==> src/rtl/data_buffer_pkg.sv <==
`default_nettype none
// ============================================================================
// data_buffer_pkg : shared state encoding and write-transform mode constants
// Revision: 1.0
// ============================================================================
package data_buffer_pkg;

   typedef enum logic [1:0] {
      S_IDLE  = 2'd0,
      S_RUN   = 2'd1,
      S_DRAIN = 2'd2,
      S_DONE  = 2'd3
   } state_e;

   localparam logic [1:0] c_MODE_PASS = 2'd0;
   localparam logic [1:0] c_MODE_INV  = 2'd1;
   localparam logic [1:0] c_MODE_AND  = 2'd2;
   localparam logic [1:0] c_MODE_REV  = 2'd3;

endpackage
`default_nettype wire

==> src/rtl/buffer_fifo.sv <==
`default_nettype none
// ============================================================================
// buffer_fifo : circular word storage with wrap-around pointers and occupancy
// Revision: 1.0
// ============================================================================
module buffer_fifo
   import data_buffer_pkg::*;
#(
   parameter int WIDTH      = 8,
   parameter int DEPTH      = 16,
   parameter int ADDR_WIDTH = 4
) (
   input  logic                  clk,
   input  logic                  reset,
   input  logic                  push_i,
   input  logic                  pop_i,
   input  logic [WIDTH-1:0]      wdata_i,
   output logic [WIDTH-1:0]      rdata_o,
   output logic [ADDR_WIDTH:0]   count_o,
   output logic                  full_o,
   output logic                  empty_o
);

   localparam logic [ADDR_WIDTH:0] c_FULL = (ADDR_WIDTH+1)'(DEPTH);

   logic [WIDTH-1:0]      mem_q [DEPTH];
   logic [ADDR_WIDTH-1:0] wr_ptr_q;
   logic [ADDR_WIDTH-1:0] rd_ptr_q;
   logic [ADDR_WIDTH:0]   count_q;
   logic                  do_push;
   logic                  do_pop;

   assign full_o  = (count_q == c_FULL);
   assign empty_o = (count_q == '0);
   assign count_o = count_q;
   assign rdata_o = mem_q[rd_ptr_q];
   assign do_push = push_i && !full_o;
   assign do_pop  = pop_i && !empty_o;

   always_ff @(posedge clk) begin
      if (do_push) begin
         mem_q[wr_ptr_q] <= wdata_i;
      end
   end

   // DEPTH is a power of two, so plain pointer overflow is the modulo wrap
   always_ff @(posedge clk or negedge reset) begin
      if (!reset) begin
         wr_ptr_q <= '0;
         rd_ptr_q <= '0;
         count_q  <= '0;
      end else begin
         if (do_push) wr_ptr_q <= wr_ptr_q + ADDR_WIDTH'(1);
         if (do_pop)  rd_ptr_q <= rd_ptr_q + ADDR_WIDTH'(1);
         case ({do_push, do_pop})
            2'b10:   count_q <= count_q + (ADDR_WIDTH+1)'(1);
            2'b01:   count_q <= count_q - (ADDR_WIDTH+1)'(1);
            default: count_q <= count_q;
         endcase
      end
   end

endmodule
`default_nettype wire

==> src/rtl/data_buffer_engine.sv <==
`default_nettype none
// ============================================================================
// data_buffer_engine : run/drain controlled buffer with write-time transforms
// Revision: 1.0
// ============================================================================
module data_buffer_engine
   import data_buffer_pkg::*;
#(
   parameter int WIDTH      = 8,
   parameter int DEPTH      = 16,
   parameter int ADDR_WIDTH = 4
) (
   input  logic                  clk,
   input  logic                  reset,
   input  logic                  start,
   input  logic                  stop,
   input  logic [1:0]            mode,
   input  logic [WIDTH-1:0]      mask,
   input  logic [WIDTH-1:0]      data_in,
   input  logic                  data_valid,
   output logic                  data_ready,
   output logic [WIDTH-1:0]      data_out,
   output logic                  out_valid,
   input  logic                  out_ready,
   input  logic [ADDR_WIDTH:0]   threshold,
   output logic [ADDR_WIDTH:0]   count,
   output logic [3:0]            status,
   output logic                  interrupt,
   output logic                  error_flag,
   input  logic                  clear_err,
   output logic                  task_done
);

   state_e           state_q;
   logic             err_q;
   logic             done_q;
   logic             full;
   logic             empty;
   logic             push;
   logic             pop;
   logic             drop;
   logic [WIDTH-1:0] wdata;
   logic [WIDTH-1:0] rdata;

   assign data_ready = (state_q == S_RUN) && !full;
   assign out_valid  = !empty && ((state_q == S_RUN) || (state_q == S_DRAIN));
   assign push       = data_valid && data_ready;
   assign pop        = out_valid && out_ready;
   assign drop       = data_valid && (state_q != S_RUN);
   assign data_out   = out_valid ? rdata : '0;
   assign interrupt  = (threshold != '0) && (count >= threshold);
   assign status     = {full, empty, state_q};
   assign error_flag = err_q;
   assign task_done  = done_q;

   always_comb begin
      wdata = data_in;
      case (mode)
         c_MODE_INV: wdata = ~data_in;
         c_MODE_AND: wdata = data_in & mask;
         c_MODE_REV: for (int i = 0; i < WIDTH; i++) wdata[i] = data_in[WIDTH-1-i];
         default:    wdata = data_in;
      endcase
   end

   buffer_fifo #(
      .WIDTH      (WIDTH),
      .DEPTH      (DEPTH),
      .ADDR_WIDTH (ADDR_WIDTH)
   ) u_fifo (
      .clk     (clk),
      .reset   (reset),
      .push_i  (push),
      .pop_i   (pop),
      .wdata_i (wdata),
      .rdata_o (rdata),
      .count_o (count),
      .full_o  (full),
      .empty_o (empty)
   );

   // A drop in the same cycle as clear_err keeps the flag set
   always_ff @(posedge clk or negedge reset) begin
      if (!reset) begin
         state_q <= S_IDLE;
         done_q  <= 1'b0;
         err_q   <= 1'b0;
      end else begin
         done_q <= 1'b0;
         case (state_q)
            S_IDLE:  if (start) state_q <= S_RUN;
            S_RUN:   if (stop)  state_q <= S_DRAIN;
            S_DRAIN: if (empty) begin
                        state_q <= S_DONE;
                        done_q  <= 1'b1;
                     end
            S_DONE:  state_q <= S_IDLE;
            default: state_q <= S_IDLE;
         endcase
         if (drop)           err_q <= 1'b1;
         else if (clear_err) err_q <= 1'b0;
      end
   end

endmodule
`default_nettype wire

==> config.mk <==
export PLATFORM = sky130hd
export DESIGN_NAME = data_buffer_engine
export DESIGN_NICKNAME = d
export VERILOG_FILES = /design/src/rtl/data_buffer_pkg.sv /design/src/rtl/buffer_fifo.sv /design/src/rtl/data_buffer_engine.sv
export SDC_FILE = /design/constraint.sdc
export NUM_CORES = 1
export LEC_CHECK = 0
export BUFFER_PORTS_ARGS = -buffer_cell sky130_fd_sc_hd__buf_2
export CORE_ASPECT_RATIO = 1.75
export CORE_MARGIN = 5
export CORE_UTILIZATION = 64
export CTS_BUF_LIST = sky130_fd_sc_hd__clkbuf_4 sky130_fd_sc_hd__clkbuf_8 sky130_fd_sc_hd__clkbuf_16
export DETAILED_ROUTE_END_ITERATION = 7
export PLACE_DENSITY_LB_ADDON = 0.08
export SLEW_MARGIN = 20
export SYNTH_ARGS = -nofsm -noshare
export SYNTH_HDL_FRONTEND = slang
export SYNTH_SLANG_ARGS = --single-unit
==> constraint.sdc <==
create_clock -name clk -period 9.7 [get_ports clk]
set_clock_uncertainty 0.15 [all_clocks]
set_input_delay 1.94 -clock clk [delete_from_list [all_inputs] [get_ports clk]]
set_output_delay 1.94 -clock clk [all_outputs]
set_load 0.01 [all_outputs]
==> results of run 1 <==
==> logic make-up after synthesis <==
kind of cell             Yosys count  synth area share (%)
AO/OA/AOI/OAI                     36                  4.16
XOR/XNOR                           9                  1.24
adder cells (fa/ha/maj)           18                  3.66
buffers and inverters             38                  2.84
flip-flops                       145                  67.2
multiplexers                      61                  15.9
AND/OR/NAND/NOR                   61                  5.02
==> registers in the layout, summed over array words and instances (netlist names) <==
signal           flops
error_flag           1
u_fifo.mem_q       128
u_fifo.rd_ptr_q      4
state_q              2
task_done            1
u_fifo.count_o       5
u_fifo.wr_ptr_q      4
==> cells in the final DEF, fill, tap and decap left out, drive strengths merged, types with 3 or more instances in the layout <==
cell	n
and3	7
mux4	31
edfxtp	128
o22ai	9
and2	9
mux2i	26
clkinvlp	3
clkinv	6
ha	17
nor2	18
o21ai	6
xnor2	6
or4	3
mux2	4
nor3	4
a221oi	8
xor2	3
a21oi	4
inv	19
nand3	7
buf	61
nand2	6
dfrtp	17
clkbuf	20
bufinv	3
==> per-stage QoR <==
| step | area, um2 | worst slack, ns |
|---|---|---|
| global placement | 6730 | 4.58 |
| detailed placement | 6730 | 4.50 |
| global route | 7320 | 4.46 |
| finish | 7320 | 4.51 |
| CTS | 7320 | 4.50 |
| floorplan | 6350 | 4.80 |
==> layer usage <==
metal	vias to the layer above	global-route usage (%)	routed length (um)
li1	1572	-	-
met1	1719	24.5	4520
met2	120	43.9	7680
met3	14	4.88	538
met4	0	7.42	210
met5	-	0	0
==> worst max-delay path: stages <==
cell and delay, ns:
buf_2 0.11, ha_1 0.29, nand2b_1 0.16, a211o_1 0.29
o211ai_1 0.09, a21oi_1 0.08, buf_2 0.14
==> cell type report <==
cell class | instances | area (um2) | share of cell area (%)
repair buffers | 61 | 330 | 4.51
inverters | 19 | 71.3 | 0.974
clock inverters | 12 | 141 | 1.93
well taps | 125 | 156 | 2.14
multi-input cells | 185 | 1900 | 26.0
clock buffers | 20 | 448 | 6.12
flip-flops and latches | 145 | 4270 | 58.3
==> power groups by stage <==
stage | clock (mW) | sequential, mW | combinational [mW]
after floorplan | 0 | 0.795 | 0.552
after global placement | 0 | 0.840 | 0.694
after detailed placement | 0 | 0.844 | 0.714
after CTS | 0.648 | 0.834 | 0.721
after global routing | 0.682 | 0.843 | 0.773
final | 0.642 | 0.830 | 0.708
==> worst min path at each step <==
| stage | slack (ns) | depth (start not counted) | from | to |
|---|---|---|---|---|
| floorplan | 0.32 | 1 | u_fifo.rd_ptr_q[2] | u_fifo.rd_ptr_q[2] |
| global placement | 0.32 | 1 | u_fifo.rd_ptr_q[3] | u_fifo.rd_ptr_q[3] |
| detailed placement | 0.32 | 1 | u_fifo.rd_ptr_q[3] | u_fifo.rd_ptr_q[3] |
| CTS | 0.33 | 1 | u_fifo.rd_ptr_q[3] | u_fifo.rd_ptr_q[3] |
| global route | 0.35 | 1 | u_fifo.rd_ptr_q[3] | u_fifo.rd_ptr_q[3] |
| finish | 0.33 | 1 | u_fifo.rd_ptr_q[3] | u_fifo.rd_ptr_q[3] |
==> flow_results.org, run 1 <==
** Run status
- The run finished with clean final reports.

** Critical path
- Worst Path Class, Setup :: in -> out
- Startpoint of the most critical register-to-register path :: u_fifo.count_o[1]
- Worst R2R End :: u_fifo.count_o[4]
- The worst setup path is captured at an output pin.
- End point of the critical path :: interrupt
- Worst Setup SP :: threshold[0]
- Across all register-to-register paths, the minimum setup slack is 5.96 ns.
- Cell depth of the worst flop-to-flop path :: 9
- Startpoint Class :: input port
- Data arrives at the worst endpoint at 3.10 ns.
- Maximum fanout along the worst path :: 2
- For the worst setup path, the data required time is 7.61 ns.

** Logic synthesis
- Most used standard cells in the synthesized netlist :: edfxtp_1 (128), mux4_2 (31), mux2i_1 (26)
- Yosys reg bits :: 145
- Count of yosys warnings during synthesis :: 0
- Nets in the synthesized netlist :: 416
- After synthesis, the largest area contributor takes up 60.5% of total cell area.
- Dominant cells by area after synthesis :: edfxtp_1 (61%), mux4_2 (11%), dfrtp_1 (6.7%)
- The cell count after synthesis came out at 368.
- Library cell with the highest instance count after synthesis :: edfxtp_1
- Most used flip-flop cell after synthesis :: edfxtp_1
- Mapped Avg Cell Area :: 17.3 um2
- In this run, synthesis inferred 128 flip-flops with an integrated enable.
- Counting flops with an async set or reset pin after synthesis yields a share of 11.7%.
- Counting distinct cell types in the post-synthesis netlist gives 44.
- Summing the sequential cell areas from Yosys gives 67.2% of the chip area.
- Largest area contributor in the netlist :: edfxtp_1
- Mapped Area :: 6350 um2

** Power and ir drop
- The internal power of the cells totals 1.49 mW.
- Combinational logic is responsible for 32.5% of the overall power.
- In this run the power density over the cells is 298 nW/um2.
- The clock network accounts for 29.5% of the total power.
- Sequential cells burn 38.1% of the power.
- The design draws 2.18 mW.
- Leakage power :: 2.74 nW
- Switch Pwr :: 0.695 mW
- Switching fraction of total power :: 31.9%
- Across the VDD grid, the largest voltage drop is 0.203 mV.

** Timing
- The number of pins exceeding their max-slew limit in the final report is 0.
- In this run the tightest slew margin relative to its limit is 41.0%.
- Final Hold Fails :: 0
- Share of the cycle needed by the critical path after routing :: 53.5%
- Actual transition at the worst max-transition pin :: 0.882 ns
- Setup TNS :: 0 ns
- Final setup violation count :: 0
- RSZ-0062 raised after global routing :: no
- F_max :: 193 MHz
- On the final layout, the worst hold slack is 0.328 ns.
- Counting I/O delays and the setup requirement, the final critical path takes 5.19 ns.

** Route
- After detailed routing, the number of remaining DRC violations is 0.
- In the final routed layout, each cell accounts on average for 22.8 um.
- For this block, the initial DRC count from the detailed router was 233.
- Wire length reported by the detailed router :: 12900 um
- Total number of vias :: 3425
- Length of the first detailed-routing pass in iterations :: 5
- In the routed layout, each cell is associated on average with a via count of 6.04.
- In this run the remaining antenna-violating nets after routing total 0.

** Floorplanning
- Num ports :: 52
- Area enclosed by the die boundary :: 12100 um2
- Once the floorplan was initialized, standard cells occupied 64.9% of the core.
- The die is 142 um tall.
- Die extent in x :: 85.3 um
- # rows :: 48
- The region available for standard cell placement spans 9790 um2.

** Clock network
- The later pin in the worst-skew pair is clocked with a latency of 0.41 ns.
- Level count of the clock H-tree :: 4
- Once the clock tree was built, the resizer swapped 0 gates to a different size.
- Clock tree synthesis selected as its root buffer the cell clkbuf_16.
- TritonCTS built the clock tree.
- CTS Buf Count :: 17
- After clock tree synthesis, the flow added hold-fix buffers numbering 0.
- After clock tree synthesis, the clock-pin slew on the worst setup and hold paths is 0.06 ns.
- TritonCTS Sinks :: 145
- Setup fix buffers added after clock tree synthesis :: 0
- In this run the deepest clock path goes through 2 buffers.

** Final layout
- Number of filler instances in the final layout :: 583
- The number of antenna diodes in the final layout is 0.
- At the end of the flow, the number of nets in the layout was 477.
- Number of standard cells in the final layout excluding fillers :: 567
- Area growth from synthesis to layout :: 15.2%
- In the final layout, the share of cells above drive strength 1 is 30.1%.
- At the end of the flow the core is filled with cells to 74.8%.

** Global routing
- The initial antenna violation count is 0.
- Number of global-route vias before repair :: 3649
- Global router's overall resource usage :: 22.9%
- Largest net degree at the start of global routing :: 27
- The total overflow left after global routing is 0.
- Global-route wire length before repair :: 20000 um

** Placed design
- Routability congestion estimate :: 0.793
- Port buffering added 51 buffers.
- Detail Placement HPWL :: 8890 um
- Cells after DPL :: 535

** Worst hold path
- The tightest min-delay check is of the reg -> reg type.

** Flow run
- Maxcap violations :: 0
No activity file was read; power rests on OpenSTA's default activity.
==> run 2: changes to the inputs <==
Settings changed: CORE_UTILIZATION 64 to 59.
Clock period 9.7 ns to 4.8 ns, I/O delays scaled along.
==> run 2 against run 1 <==
Compared with the run above: first-iteration DRC count decreased by 5.2%; register-to-register slack lost 4.8 ns; highest routed layer unchanged; flip-flop and latch count stayed put; non-clock buffer count increased by 1; clock-buffer cell count is 3 lower; cell area decreased by 0.41%; clock power grew 85%; hold slack got worse by 0.014 ns; utilization decreased by 6.2 points; total power rose by 98%; global-route usage down 1.4 points; sequential share of layout area is 0.24 points higher.
==> flow_results.org, run 2 (synthesized netlist as in run 1, its figures left out) <==
** Clock network
- The clock-pin slew reported for the worst setup and hold paths after clock tree synthesis was 0.06 ns (about the same).
- TritonCTS Sinks :: 145 (unchanged)
- The buffer count from post-CTS setup fixing came to 0 (unchanged).
- The number of buffers inserted by hold repair at cts is 0 (unchanged).
- The total clock buffers created by CTS was 17 (unchanged).
- Skew-Pair Late Insertion Delay :: 0.41 ns (about the same)
- The cell sitting at the root of the clock tree is a clkbuf_16.
- Resized Gates After CTS :: 0 (unchanged)
- TritonCTS built the clock tree.
- The maximum buffer depth of the clock tree came to 2 (unchanged).
- Level count of the clock H-tree :: 4 (unchanged)

** Route
- Top layer in use :: met4
- The remaining antenna violation count after routing was 0 (unchanged).
- Detailed-routing wirelength on met1 :: 4790 um (+6.0%)
- The post-route DRC violation count is 0 (unchanged).
- The number of detailed-routing iterations run before antenna repair is 4 (-1).
- Total number of vias :: 3399 (-0.76%)
- Vias per inst :: 5.93 (-1.8%)
- Wire length on met3 :: 491 um (-8.7%)
- Iteration-0 DRC Markers :: 221 (-5.2%)
- Wirelength per Cell :: 22.3 um (-2.5%)
- The routed wire length is 12800 um (-1.4%).
- The met2 wire length came to 7310 um (-4.8%).

** Critical path
- The worst setup path is captured at an output pin.
- Startpoint Class :: flop
- The critical path data required time is 3.69 ns (-3.92 ns).
- The worst setup path is of the reg -> out kind.
- Tracing the worst setup path back leads to its startpoint at u_fifo.rd_ptr_q[1].
- The data arrival time of the critical path was 2.55 ns (-0.55 ns).
- Maximum fanout along the worst path :: 20 (+18)
- Startpoint of the most critical register-to-register path :: u_fifo.count_o[1]

** Timing
- Setup repair after global routing left no endpoint under its margin.
- The final setup violation count is 0 (unchanged).
- Max_slew headroom :: 38.7% (-2.2 points)
- Final worst slack :: 1.14 ns (-3.37 ns)
- Share of the cycle needed by the critical path after routing :: 76.2%
- Actual transition at the worst max-transition pin :: 0.916 ns (+0.0335 ns)
- Pins Over Slew Limit :: 0 (unchanged)
- Setup TNS :: 0 ns (unchanged)
- The final hold violation count came to 0 (unchanged).
- Static timing analysis puts the maximum clock frequency at 274 MHz.
- After layout, the minimum clock period comes to 3.66 ns.

** Worst hold path
- Path class of the lowest-slack min-delay path :: in -> async

** Floorplanning
- The initial core utilization came to 59.7% (-5.2 points).
- CORE AREA :: 10600 um2 (+8.6%)
- Overall die height :: 147 um (+3.9%)
- The chip width is 88.4 um (+3.7%).
- # rows :: 50 (+4.2%)
- The top-level port count came to 52 (unchanged).
- The area of the die was 13000 um2 (+7.7%).

** Placed design
- Worst slack after detailed placement :: 1.15 ns (-3.35 ns)
- The detailed-placement wirelength estimate is 9020 um (+1.5%).
- IO Port Bufs :: 51 (unchanged)
- Routability congestion estimate :: 0.787 (-0.79%)

** Final layout
- Total area of sequential cells :: 4270 um2 (unchanged)
- Nets :: 478 (+0.21%)
- The fraction of final layout cells sized beyond drive strength 1 came to 30.0% (-0.068 points).
- The number of flip-flops under the largest register name came to 128 (unchanged).
- Number of filler instances in the final layout :: 730 (+25%)
- Leaving out fill and tap cells, the most frequent cell in the layout is edfxtp_1.
- Most used cells in the layout excluding fill and tap cells :: edfxtp_1 (128), buf_2 (51), mux4_2 (31)
- u_fifo.mem_q holds more flip-flops than any other register.
- Compared with the post-synthesis result, the final layout area differs by 14.8%.
- ANT cells :: 0 (unchanged)
- Combined area of the multi-input logic cells :: 1900 um2 (unchanged)

** Global routing
- Initial antenna violation count :: 0 (unchanged)
- The via count of the first global-routing pass was 3696 (+1.3%).
- The pin count of the biggest net entering global routing was 27 (unchanged).
- The global routing usage summed across all routing layers is 21.5% (-1.4 points).
- The leftover overflow at the end of global routing is 0 (unchanged).
- The first-pass GRT wire length is 20200 um (+0.72%).

** Power and ir drop
- Peak ir drop on the vdd network :: 0.479 mV (+140%)
- The leakage power came to 2.71 nW (-1.1%).
- The total power density per cell area was 591 nW/um2 (+98%).

** Run status
- The flow ran to the end, and the final reports show no timing, DRC or antenna violations.

** Flow run
- The number of max-cap violations was 0 (unchanged).
[run 2: cell types whose count changed in the layout (fill, tap and decap cells not counted), sizes merged]
| cell | change |
|---|---|
| clkinv | +1 |
| buf | +1 |
| clkbuf | -3 |
| bufinv | -2 |
| inv | +1 |
| clkinvlp | +3 |
[run 2: power breakdown]
| group | internal (mW) | switching [mW] | total, mW |
|---|---|---|---|
| clock network | 0.704 | 0.486 | 1.19 |
| logic | 0.684 | 0.787 | 1.47 |
| registers | 1.50 | 0.146 | 1.65 |
| total | 2.89 | 1.42 | 4.31 |
[run 2: path summary, 6_finish.rpt]
kind | endpoint | slack, ns | depth (start not counted)
min in group clk | u_fifo.rd_ptr_q[3] | 0.34 | 1
max in group asynchronous | u_fifo.rd_ptr_q[1] | 3.87 | 1
max | data_out[5] | 1.14 | 5
min reg2reg | u_fifo.rd_ptr_q[3] | 0.34 | 1
min | state_q[0] | 0.31 | 1
max reg2reg | u_fifo.count_o[4] | 1.16 | 9
[run 2: worst max-delay path: stages, from the launching register on]
cell and delay, ns:
dfrtp_2 0.77, buf_4 0.40, mux4_2 0.56, mux2i_1 0.14, o22ai_1 0.09, buf_2 0.16
[run 2: layout make-up]
type,count,area share [%]
inverters,19,0.978
clock buffers,17,5.84
well taps,130,2.23
repair buffers,62,4.63
clock inverters,15,1.65
multi-input cells,185,26.1
flip-flops and latches,145,58.6
[run 2: metal layers]
metal,GRT usage [%],vias up
met5,0,-
met4,6.28,0
met3,5.11,15
met2,38.7,87
met1,24.9,1717
li1,-,1580
[run 2: stage by stage]
step | cells | hold slack [ns] | area [um2] | util (%) | total power, mW
floorplan | 368 | 0.321 | 6350 | - | 2.72
global placement | 541 | 0.317 | 6740 | 63.4 | 3.14
detailed placement | 541 | 0.331 | 6740 | 63.4 | 3.17
CTS | 573 | 0.314 | 7290 | 68.5 | 4.36
global route | 573 | 0.328 | 7290 | 68.5 | 4.56
finish | 573 | 0.313 | 7290 | 68.5 | 4.31
